## src/rtl/vme_cmd_executor.sv

```systemverilog
// vme_cmd_executor: responder end of the simulation command channel. Takes one
//   VME-style command word plus write data, runs a single register-bus read or
//   write, then returns a response word qualified by a one-cycle strobe.
// Ports: clk/rst (async active-high); start, vme_cmd_reg, vme_dat_reg_in,
//   vme_cmd_rd (ready level) from/to the command driver; vme_dat_wr,
//   vme_dat_reg_out response; bus_addr/bus_wdata/bus_rnw/bus_strobe/bus_ack/
//   bus_rdata register bus; busy status.
// Optional: define VME_TXN_COUNT_EN to put an 8-bit transaction count in
//   response bits [23:16]; without it those bits are 0.
module vme_cmd_executor #(
  parameter int unsigned TIMEOUT_CYC = 255,
  parameter int unsigned GAP_CYC     = 2,
  parameter logic [31:0] CMD_MASK    = 32'h00A80000
) (
  input  logic        clk,
  input  logic        rst,
  input  logic        start,
  input  logic [31:0] vme_cmd_reg,
  input  logic [31:0] vme_dat_reg_in,
  output logic        vme_cmd_rd,
  output logic        vme_dat_wr,
  output logic [31:0] vme_dat_reg_out,
  output logic [15:0] bus_addr,
  output logic [15:0] bus_wdata,
  output logic        bus_rnw,
  output logic        bus_strobe,
  input  logic        bus_ack,
  input  logic [15:0] bus_rdata,
  output logic        busy
);

  typedef enum logic [2:0] {
    IDLE    = 3'd0,
    DECODE  = 3'd1,
    STROBE  = 3'd2,
    RESPOND = 3'd3,
    HOLDOFF = 3'd4
  } state_t;

  localparam logic [16:0] TMO_LAST = 17'(TIMEOUT_CYC);
  // GAP_CYC=0 never enters HOLDOFF, so the clamp only keeps the constant legal.
  localparam logic [3:0]  GAP_LAST = (GAP_CYC > 0) ? 4'(GAP_CYC - 1) : 4'd0;

  state_t      state;
  logic [31:0] cmd_q;
  logic [15:0] dat_q;
  logic [15:0] tcnt;
  logic [3:0]  gcnt;
  logic [16:0] tcnt_next;
  logic        cmd_valid;
  logic [7:0]  cnt_field;
  logic        unused_dat_hi;

  assign unused_dat_hi = ^vme_dat_reg_in[31:16];

  // Every mask bit set and exactly one direction bit.
  assign cmd_valid = ((cmd_q & CMD_MASK) == CMD_MASK) && (cmd_q[25] ^ cmd_q[24]);
  assign tcnt_next = {1'b0, tcnt} + 17'd1;

`ifdef VME_TXN_COUNT_EN
  logic [7:0] txn_cnt;

  // Response word is built on entry to RESPOND with the pre-increment value;
  // the count advances while in RESPOND, so it wraps naturally at 255.
  always_ff @(posedge clk or posedge rst) begin
    if (rst) begin
      txn_cnt <= 8'd0;
    end else if (state == RESPOND) begin
      txn_cnt <= txn_cnt + 8'd1;
    end
  end

  assign cnt_field = txn_cnt;
`else
  assign cnt_field = 8'd0;
`endif

  function automatic logic [31:0] resp_word(input logic err, input logic tmo,
                                            input logic [7:0] cnt,
                                            input logic [15:0] d);
    return {err, tmo, 6'b0, cnt, d};
  endfunction

  // All outputs are registered and change together with the state, so the
  // response strobe lines up exactly with the single RESPOND cycle.
  always_ff @(posedge clk or posedge rst) begin
    if (rst) begin
      state           <= IDLE;
      cmd_q           <= 32'd0;
      dat_q           <= 16'd0;
      tcnt            <= 16'd0;
      gcnt            <= 4'd0;
      vme_cmd_rd      <= 1'b1;
      vme_dat_wr      <= 1'b0;
      vme_dat_reg_out <= 32'd0;
      bus_addr        <= 16'd0;
      bus_wdata       <= 16'd0;
      bus_rnw         <= 1'b1;
      bus_strobe      <= 1'b0;
      busy            <= 1'b0;
    end else begin
      case (state)
        IDLE: begin
          if (start) begin
            cmd_q      <= vme_cmd_reg;
            dat_q      <= vme_dat_reg_in[15:0];
            vme_cmd_rd <= 1'b0;
            busy       <= 1'b1;
            state      <= DECODE;
          end
        end

        DECODE: begin
          if (cmd_valid) begin
            bus_addr   <= cmd_q[15:0];
            bus_wdata  <= dat_q;
            bus_rnw    <= cmd_q[25];
            bus_strobe <= 1'b1;
            tcnt       <= 16'd0;
            state      <= STROBE;
          end else begin
            vme_dat_wr      <= 1'b1;
            vme_dat_reg_out <= resp_word(1'b1, 1'b0, cnt_field, 16'h0000);
            state           <= RESPOND;
          end
        end

        STROBE: begin
          // Ack is tested first so it wins over a simultaneous timeout.
          if (bus_ack) begin
            bus_strobe      <= 1'b0;
            vme_dat_wr      <= 1'b1;
            vme_dat_reg_out <= resp_word(1'b0, 1'b0, cnt_field,
                                         bus_rnw ? bus_rdata : bus_wdata);
            state           <= RESPOND;
          end else if (tcnt_next == TMO_LAST) begin
            bus_strobe      <= 1'b0;
            vme_dat_wr      <= 1'b1;
            vme_dat_reg_out <= resp_word(1'b0, 1'b1, cnt_field, 16'h0000);
            state           <= RESPOND;
          end else begin
            tcnt <= tcnt_next[15:0];
          end
        end

        RESPOND: begin
          vme_dat_wr <= 1'b0;
          if (GAP_CYC == 0) begin
            vme_cmd_rd <= 1'b1;
            busy       <= 1'b0;
            state      <= IDLE;
          end else begin
            gcnt  <= 4'd0;
            state <= HOLDOFF;
          end
        end

        HOLDOFF: begin
          if (gcnt == GAP_LAST) begin
            vme_cmd_rd <= 1'b1;
            busy       <= 1'b0;
            state      <= IDLE;
          end else begin
            gcnt <= gcnt + 4'd1;
          end
        end

        default: begin
          bus_strobe <= 1'b0;
          vme_dat_wr <= 1'b0;
          vme_cmd_rd <= 1'b1;
          busy       <= 1'b0;
          state      <= IDLE;
        end
      endcase
    end
  end

endmodule

```

## config.mk

```make
export PLATFORM = sky130hd
export DESIGN_NAME = vme_cmd_executor
export DESIGN_NICKNAME = d
export VERILOG_FILES = /design/src/rtl/vme_cmd_executor.sv
export SDC_FILE = /design/constraint.sdc
export NUM_CORES = 1
export LEC_CHECK = 0
export CAP_MARGIN = 20
export CORE_ASPECT_RATIO = 0.75
export CORE_MARGIN = 2
export CORE_UTILIZATION = 25
export CTS_CLUSTER_SIZE = 28
export DETAILED_ROUTE_END_ITERATION = 6
export PLACE_DENSITY = 0.45
export SETUP_SLACK_MARGIN = 0.3
export SLEW_MARGIN = 20
export SYNTH_ARGS = -nofsm -noshare
export SYNTH_HDL_FRONTEND = slang
export SYNTH_SLANG_ARGS = --single-unit
```

## constraint.sdc

```tcl
create_clock -name clk -period 5 [get_ports clk]
set_input_delay 1 -clock clk [delete_from_list [all_inputs] [get_ports clk]]
set_output_delay 1 -clock clk [all_outputs]
set_load 0.01 [all_outputs]
```

==> flow_summary.toml <==
[outcome]
status = "finished, final reports clean"

[timing]
tightest_slew_ns = 0.947
maxSlewViolCount = 0
hold_violations = 0
finalCriticalPeriod_ns = 2.93
fin_skew_ns = 0.00873
holdWs_ns = 0.458
rsz0062_at_grt = "no"
finalCritPeriodShare_pct = 58.6
tns_ns = 0
finalSetupViolCount = 0
max-slew-margin-rel_pct = 36.9
fmax_ghz = 0.341
worst_slack_ns = 2.07

[detailed_routing]
vias_per_cell = 4.36
ant_nets = 0
drt_iter0_drc = 131
wirelength_microns = 13400
post-route-drc-count = 0
vias = 3895
avgRoutedWirePerCell_microns = 15.0
dr.pass1.iters = 6

[yosys]
synth_seq_area_share_pct = 55.3
synth-main-ff-cell = "dfrtp_1"
ys_ff_latch = 115
ys.warnings.count = 0
synthCells = 488
synthesis.area_sq_um = 5210
synth_edf_count = 0
syn_area_per_cell_sq_um = 10.7
synth_async_sr_flop_share_pct = 100
synth.distinct_cells = 52

[setup_path]
r2r-start = "tcnt[1]"
rr_worst_depth = 7
critPathBufInv = 1
crit_arrival_ns = 1.93
crit_type = "flop to primary output"
critical_path.max_stage_delay_ns = 0.88
r2r-end = "vme_dat_wr"
crit_path_max_fanout = 18
endpoint_kind = "primary output"
crit_path_cell_trace = "clkdlybuf4s50_1"
cp_slowest_cell = "dfstp_2"
required_ns = 4.00
r2r_setup_slack_ns = 2.16
critPathLaunchType = "flop"
critPathTopFamily = "flip-flops"

[placed_design]
gp_congestion = 0.741
dpl.hpwl_microns = 9000
placed_cell_area_sq_um = 6560
dp_slack_ns = 1.90
io_buffers = 111

[cells_and_area]
nets = 686
antennaDiodeCount = 0
fin_area_sq_um = 7170
syn_to_final_growth_pct = 37.7
drive_gt1_share_pct = 14.6
fin_util_pct = 35.3

[cts]
tritoncts = "built"
cts_max_level = 4
postCtsHoldBufs = 0
post_cts.repair.setup_buffers = 0
cts_resized = 0
clk_pin_slew_worst_paths_ns = 0.06
cts_root_buf = "clkbuf_16"
clkSinkCount = 115
clkLatencyLatePin_ns = 0.41
cts_buffers = 17
cts_buffer_depth = 2

[min_path]
hp-class = "flop to flop"
whs_path_depth = 2
hp-start = "cmd_q[14]"
worstHoldEndpoint = "bus_addr[14]"

[global_routing]
grtUsageTotal_pct = 13.0
grt_pass1_wl_microns = 21800
grt_pass1_vias = 4016
grt-ovfl-total = 0
grt_max_degree = 74
antenna_found_initial = 0

[power]
ir_drop_uv = 219
power_density_nw_per_um2 = 599
p_leak_nw = 3.13

[floorplanning]
dieWidth_microns = 171
dieHeight_microns = 129
initial_core_util_pct = 25.6
dieArea_sq_um = 22000
coreArea_sq_um = 20300
ios = 153
num_rows = 45

[run]
maxCapViolCount = 0
## registers in the layout, summed over array words and instances (netlist names)
register / count
busy: 1
cmd_q: 21
bus_addr: 16
dat_q: 16
bus_strobe: 1
vme_dat_wr: 1
vme_dat_reg_out: 18
bus_rnw: 1
gcnt: 4
bus_wdata: 16
tcnt: 16
state: 3
vme_cmd_rd: 1
## where the power goes
group / total [W] / leakage (nW) / internal, W / switching [W]
sequential: 0.00168 / 1.47 / 0.00133 / 0.000350
clock: 0.00125 / 0.286 / 0.000786 / 0.000459
combinational: 0.00137 / 1.37 / 0.000745 / 0.000621
## synthesized netlist by cell type, drive strengths merged, types with 3 or more instances
| cell type | count | area share [%] |
|---|---|---|
| dfrtp | 113 | 54 |
| nand2 | 112 | 8.1 |
| mux2 | 38 | 8.2 |
| nor2 | 21 | 1.6 |
| buf | 20 | 2.8 |
| clkbuf | 19 | 1.4 |
| nand3 | 18 | 1.7 |
| mux2i | 17 | 3.3 |
| nor3 | 17 | 1.6 |
| o2bb2ai | 16 | 2.7 |
| inv | 13 | 0.94 |
| o21ai | 13 | 1.5 |
| a21oi | 9 | 0.94 |
| a211o | 6 | 1.0 |
| o21a | 5 | 0.72 |
| xnor2 | 5 | 0.84 |
| ha | 4 | 0.96 |
| nand4 | 4 | 0.77 |
| a221o | 3 | 0.58 |
| and3 | 3 | 0.36 |
| nor2b | 3 | 0.36 |
| nor4 | 3 | 0.77 |
| or3 | 3 | 0.36 |
## cell type report
class                           instances  area [sq um]
Clock inverter                         15           183
Clock buffer                           17           425
Timing Repair Buffer                  117          1160
Tap cell                              282           353
Fill cell                            1987         13200
Sequential cell                       115          2880
Multi-Input combinational cell        334          2120
Inverter                               13          51.3
## how the worst max path moves through the flow
stage,startpoint,endpoint,slack (ns),cells after the start
after floorplan,rst,bus_addr[0],0.96,1
after global placement,bus_ack,vme_dat_wr,1.90,4
after detailed placement,bus_ack,vme_dat_wr,1.90,4
after CTS,bus_rnw,bus_rnw,2.02,1
after global routing,tcnt[1],vme_dat_wr,1.87,7
final,bus_rnw,bus_rnw,2.07,1
## routing by layer
layer | track usage (%) | up-vias | wire [microns]
li1 | - | 1875 | -
met1 | 17.3 | 1899 | 6490
met2 | 19.6 | 106 | 5760
met3 | 4.34 | 15 | 899
met4 | 4.83 | 0 | 254
met5 | 0 | - | 0
## metrics by stage
step | instances | power, W
2_1_floorplan | 501 | 0.00244
4_1_cts | 893 | 0.00437
5_1_grt | 893 | 0.00461
3_3_place_gp | 861 | 0.00305
3_5_place_dp | 861 | 0.00309
6_report | 893 | 0.00430
## kinds of logic (layout without fill, tap and decap cells)
kind of cell    Yosys count  after routing  share of synthesized area, %
simple gates            193            193                          17.0
flops                   115            115                          55.3
compound gates           62             62                          9.06
mux                      55             55                          11.5
buf+inv                  52            162                          5.14
xor+xnor                  6              6                          1.01
fa+ha+maj                 4              4                         0.961
other cells               1             14                        0.0720
## worst register-to-register path, stage by stage, from the launching register on
cell,delay (ns)
dfrtp_1,0.44
ha_1,0.23
nand3_1,0.23
nor3_1,0.46
nor3_1,0.12
o2111a_1,0.45
o21ai_4,0.58
o21ai_0,0.17
## cell usage in the layout (no fill, tap or decap), types with 3 or more instances in the layout
| master | instances |
|---|---|
| a211o_1 | 6 |
| a21oi_1 | 8 |
| a221o_1 | 3 |
| and3_1 | 3 |
| buf_4 | 6 |
| bufinv_16 | 3 |
| clkbuf_16 | 17 |
| clkdlybuf4s50_1 | 111 |
| clkinv_4 | 4 |
| clkinvlp_4 | 4 |
| conb_1 | 14 |
| dfrtp_1 | 113 |
| ha_1 | 4 |
| inv_1 | 12 |
| mux2_2 | 38 |
| mux2i_1 | 17 |
| nand2_1 | 112 |
| nand3_1 | 18 |
| nand4_1 | 3 |
| nor2_1 | 20 |
| nor2b_1 | 3 |
| nor3_1 | 17 |
| o21a_1 | 5 |
| o21ai_0 | 11 |
| o2bb2ai_1 | 16 |
| or3_1 | 3 |
| xnor2_1 | 5 |
Power figures use the tool's default switching activity.
